`config.mk`:
```
export PLATFORM = sky130hd
export DESIGN_NAME = uart_rx_pkt_ctl
export DESIGN_NICKNAME = d
export VERILOG_FILES = /design/src/rtl/uart_rx_pkt_ctl.sv
export SDC_FILE = /design/constraint.sdc
export NUM_CORES = 1
export LEC_CHECK = 0
export CAP_MARGIN = 20
export CORE_MARGIN = 2
export CORE_UTILIZATION = 45
export CTS_BUF_LIST = sky130_fd_sc_hd__clkbuf_16
export DETAILED_ROUTE_END_ITERATION = 7
export REMOVE_ABC_BUFFERS = 1
export SLEW_MARGIN = 5
export SYNTH_ARGS = -nofsm -noshare
export SYNTH_HDL_FRONTEND = slang
export SYNTH_SLANG_ARGS = --single-unit
```
`constraint.sdc`:
```
create_clock -name CLK -period 3.2 [get_ports CLK]
set_input_delay 0.64 -clock CLK [delete_from_list [all_inputs] [get_ports CLK]]
set_output_delay 0.64 -clock CLK [all_outputs]
set_load 0.03 [all_outputs]
```
`src/rtl/uart_rx_pkt_ctl.sv`:
```
// uart_rx_pkt_ctl: frames receiver bytes as HDR, LEN, payload packets and buffers one payload.
// Define UART_PKT_CHECKSUM_EN to expect a trailing 8-bit sum byte (LEN + payload).
module uart_rx_pkt_ctl #(
  parameter logic [7:0] HDR_BYTE    = 8'hAA,
  parameter int         MAX_LEN     = 16,
  parameter int         TIMEOUT_CYC = 50000,
  localparam int        LW          = $clog2(MAX_LEN + 1),
  localparam int        AW          = $clog2(MAX_LEN)
) (
  input  logic          CLK,
  input  logic          RSTn,
  input  logic          RX_Done_Sig,
  input  logic [7:0]    RX_Data,
  output logic          RX_En_Sig,
  output logic          Pkt_Valid,
  input  logic          Pkt_Ready,
  output logic [LW-1:0] Pkt_Len,
  input  logic [AW-1:0] Rd_Addr,
  output logic [7:0]    Rd_Data,
  output logic          Err_Sig,
  output logic [1:0]    Err_Code
);

  localparam int TW = $clog2(TIMEOUT_CYC);
  localparam logic [TW-1:0] TMAX = TW'(TIMEOUT_CYC - 2);

  localparam logic [2:0] S_IDLE = 3'd0;
  localparam logic [2:0] S_LEN  = 3'd1;
  localparam logic [2:0] S_PAY  = 3'd2;
  localparam logic [2:0] S_CHK  = 3'd3;
  localparam logic [2:0] S_HOLD = 3'd4;

  logic [2:0]    st_q, st_d;
  logic [TW-1:0] timer;
  logic [LW-1:0] idx;
  logic [7:0]    mem [MAX_LEN];
  logic          err_hit;
  logic [1:0]    err_val;
  logic          timed, tmo, len_bad, last;

`ifdef UART_PKT_CHECKSUM_EN
  logic [7:0]    sum;
`endif

  assign timed   = (st_q == S_LEN) || (st_q == S_PAY) || (st_q == S_CHK);
  assign tmo     = (timer == TMAX);
  assign len_bad = (RX_Data == 8'd0) || (RX_Data > 8'(MAX_LEN));
  assign last    = (idx + LW'(1)) == Pkt_Len;
  assign Rd_Data = mem[Rd_Addr];

  always_comb begin
    st_d    = st_q;
    err_hit = 1'b0;
    err_val = 2'd0;
    unique case (st_q)
      S_IDLE: begin
        if (RX_Done_Sig && RX_Data == HDR_BYTE) st_d = S_LEN;
      end
      S_LEN: begin
        if (RX_Done_Sig) begin
          if (len_bad) begin
            err_hit = 1'b1;
            err_val = 2'd1;
            st_d    = S_IDLE;
          end else begin
            st_d = S_PAY;
          end
        end else if (tmo) begin
          err_hit = 1'b1;
          err_val = 2'd2;
          st_d    = S_IDLE;
        end
      end
      S_PAY: begin
        if (RX_Done_Sig) begin
`ifdef UART_PKT_CHECKSUM_EN
          if (last) st_d = S_CHK;
`else
          if (last) st_d = S_HOLD;
`endif
        end else if (tmo) begin
          err_hit = 1'b1;
          err_val = 2'd2;
          st_d    = S_IDLE;
        end
      end
      S_CHK: begin
`ifdef UART_PKT_CHECKSUM_EN
        if (RX_Done_Sig) begin
          if (RX_Data == sum) begin
            st_d = S_HOLD;
          end else begin
            err_hit = 1'b1;
            err_val = 2'd3;
            st_d    = S_IDLE;
          end
        end else if (tmo) begin
          err_hit = 1'b1;
          err_val = 2'd2;
          st_d    = S_IDLE;
        end
`else
        st_d = S_IDLE;
`endif
      end
      S_HOLD: begin
        if (Pkt_Ready) st_d = S_IDLE;
      end
      default: st_d = S_IDLE;
    endcase
  end

  always_ff @(posedge CLK) begin
    if (!RSTn) begin
      st_q      <= S_IDLE;
      RX_En_Sig <= 1'b0;
      Pkt_Valid <= 1'b0;
      Pkt_Len   <= '0;
      Err_Sig   <= 1'b0;
      Err_Code  <= 2'd0;
      timer     <= '0;
      idx       <= '0;
    end else begin
      st_q      <= st_d;
      RX_En_Sig <= (st_d != S_HOLD);
      Pkt_Valid <= (st_d == S_HOLD);
      Err_Sig   <= err_hit;
      if (err_hit) Err_Code <= err_val;
      // a byte on the expiry cycle wins and restarts the gap timer
      if (timed && !RX_Done_Sig && !tmo) timer <= timer + TW'(1);
      else timer <= '0;
      if (st_q == S_LEN && RX_Done_Sig && !len_bad) begin
        Pkt_Len <= RX_Data[LW-1:0];
        idx     <= '0;
      end
      if (st_q == S_PAY && RX_Done_Sig) idx <= idx + LW'(1);
    end
  end

`ifdef UART_PKT_CHECKSUM_EN
  always_ff @(posedge CLK) begin
    if (!RSTn) begin
      sum <= 8'd0;
    end else if (RX_Done_Sig) begin
      if (st_q == S_LEN) sum <= RX_Data;
      else if (st_q == S_PAY) sum <= sum + RX_Data;
    end
  end
`endif

  // payload buffer is deliberately not reset
  always_ff @(posedge CLK) begin
    if (RSTn && st_q == S_PAY && RX_Done_Sig) mem[idx[AW-1:0]] <= RX_Data;
  end

endmodule

```
==> summary.md <==
| Metric | Value |
|---|---|
| Slowest cell delay on critical path | 0.51 ns |
| Cell variety after synth | 47 |
| Number of iterations in the first detailed-routing pass | 4 |
| Crit. End Element | output pin |
| Setup bufs post-CTS | 0 |
| DP HPWL | 9560 um |
| Max-Cap Viols | 0 |
| Routed WL per cell | 21.8 um |
| Max H-tree Level | 4 |
| GRT Max-Usage Layer | met2 |
| I/O pins | 34 |
| Worst Setup SP | Rd_Addr[1] |
| Synth Instances | 405 |
| Worst VDD drop | 0.412 mV |
| Ys async rst share | 0% |
| Startpoint type of the worst setup path | input pin |
| Worst Hold End | timer[0] |
| Post-layout minimum cycle time | 3.12 ns |
| Flops & latches, synth | 162 |
| Worst r2r src | st_q[0] |
| R2R Path End | mem[2][0] |
| Post-route cell area | 0.00816 sq mm |
| Die footprint | 0.0160 sq mm |
| Layout Skew | 0.00862 ns |
| CTS root buf | clkbuf_16 |
| HP Class | flip-flop to flip-flop |
| WP data required | 2.56 ns |
| Final hold vios | 0 |
| Initial antenna violation count | 0 |
| Placed Cells | 641 |
| # diodes | 0 |
| Via-to-Cell Ratio | 5.65 |
| Vias in the first global route | 3,809 |
| PortBufs | 33 |
| CP max-delay cell | clkdlybuf4s50_1 |
| Status | completed |
| Setup violators final | 0 |
| Die Height | 126 um |
| Total CTS buffers | 17 |
| Initial DRC count | 297 |
| Nets | 498 |
| Routed WL | 14,600 um |
| Most common cell after layout, fill and taps aside | edfxtp_1 |
| Core area | 0.0146 sq mm |
| CTS tree | done |
| M1 GR Usage | 26.2% |
| Hold_ws | 0.465 ns |
| Most frequent cells in the layout | edfxtp_1, nor2_1, dfxtp_1 |
| Post-route ant nets | 0 |
| Clk_lat worst skew | 0.43 ns |
| Worst-margin pin slew | 0.557 ns |
| GP Congestion | 0.813 |
| Dominant synthesized flop cell | edfxtp_1 |
| CTS Sinks | 162 |
| F_max | 0.320 GHz |
| Met2 usage | 30.9% |
| Share of layout cells above drive strength 1 | 17.6% |
| Crit path max fanout | 23 |
| Worst hold start | timer[0] |
| Pwr dens | 575 mW/mm^2 |
| Fillers | 1,099 |
| Reg2reg path depth | 5 |
| Critical Path AT | 2.48 ns |
| Flop2flop setup slack | 1.17 ns |
| Final period util | 97.6% |
| Netlist Area Pre-Place | 0.00674 sq mm |
| GRT Total Usage | 19.3% |
| Sequential-to-total area share from yosys stat | 67.1% |
| DIE WIDTH | 126 um |
| Slew margin rel. | 61.8% |
| Synthesis Warnings | 0 |
| Post-Layout Cell Count | 672 |
| Unrepaired setup endpoints after global routing | no |
| Global-route wire length before repair | 22,500 um |
| Worst path cell trace | clkdlybuf4s50_1, buf_12, mux4_1, mux4_2, dlygate4sd2_1 |
| Initial core utilization | 46.2% |
| Setup TNS | 0 ns |
| Cell area after placement | 0.00752 sq mm |
| CTS clock-pin slew for the worst setup and hold paths | 0.06 ns |
| GRT Residual Overflow | 0 |
| Residual DRC | 0 |
| Vias | 3,798 |
| FP Rows | 44 |
| Critical path class | input pin to output pin |
| Met3 Usage GRT | 4.43% |
| Area Overhead vs Synth | 21.0% |
| Syn Area/Cell | 16.6 sq um |
| Leak | 2.73 nW |
| Post-synth EDFFs | 128 |
| Largest net degree at the start of global routing | 24 |
| CTS Buffer Depth | 2 |
| Slew Limit Fails | 0 |
| Hold depth | 1 |
-- worst max-delay path by stage --
| stage | slack (ns) | cells after the start | to |
|---|---|---|---|
| after floorplan | 0.83 | 2 | Rd_Data[0] |
| after CTS | 0.0002 | 5 | Rd_Data[3] |
| after global routing | 0.01 | 6 | Rd_Data[0] |
| after detailed placement | -0.21 | 5 | Rd_Data[3] |
| final | 0.08 | 5 | Rd_Data[5] |
| after global placement | -0.21 | 5 | Rd_Data[3] |
-- worst max-delay path: cells and delay by family --
kind / cells / cell delay, ns
muxes: 2 / 0.77
buffers and inverters: 3 / 1.06
-- flip-flops by register name, indices dropped and copies added, names as in the netlist --
name and cells:
mem 128, timer 16, Pkt_Len 5, idx 5, st_q 3, Err_Code 2
Err_Sig 1, Pkt_Valid 1, RX_En_Sig 1
-- power breakdown --
part	leakage (nW)	internal, W	switching, W
registers	1.42	0.00227	0.000000286
clock network	0.316	0.00144	0.000773
logic	0.994	0.0000987	0.000110
-- logic make-up (layout without fill, tap and decap cells) --
logic type      after synthesis  count (layout)  synth area share [%]
simple gates                111             111                  8.48
buf+inv                      24             107                  1.87
flops                       162             162                  67.1
mux                          42              42                  15.2
xor+xnor                     21              21                  2.73
compound gates               39              39                  3.45
fa+ha+maj                     6               6                  1.11
-- synthesized netlist by cell type, drive strengths merged, types with 3 or more instances --
cell	count	area (sq um)
a21oi	14	70.1
and3	3	18.8
buf	8	66.3
clkbuf	9	33.8
dfxtp	34	681
edfxtp	128	3840
ha	6	75.1
inv	7	26.3
mux4	40	1010
nand2	17	63.8
nand2b	3	18.8
nand3	14	70.1
nand4	10	62.6
nor2	38	143
nor3	5	25.0
nor4	5	37.5
nor4b	4	35.0
o21ai	12	60.1
xnor2	9	78.8
xor2	12	105
-- area by class of cell --
cell class	instances	area, sq um	share of cell area, %
flip-flops and latches	162	4520	55.5
inverters	7	26.3	0.322
clock inverters	14	220	2.70
repair buffers	69	641	7.85
well taps	184	230	2.82
clock buffers	17	425	5.21
multi-input cells	219	2090	25.6
-- metrics by stage --
stage	setup slack (ns)	total power, W	utilization, %
floorplan	0.830	0.00240	-
global placement	-0.206	0.00252	51.5
detailed placement	-0.213	0.00253	51.6
CTS	0.000183	0.00473	55.9
global route	0.0122	0.00483	55.9
finish	0.0772	0.00469	55.9
-- layer usage --
layer / vias up / share of wire [%]
met2: 108 / 48
met5: - / 0
met3: 17 / 4.8
met4: 0 / 1.7
li1: 1764 / -
met1: 1909 / 45
-- repair_timing --
action	4_1_cts	5_1_grt
resized for setup	5	5
hold buffers	0	0
hold endpoints to repair	0	0
gates cloned	0	0
endpoints found under the setup margin	5	4
Note: power is estimated with default switching activity, not from simulation.
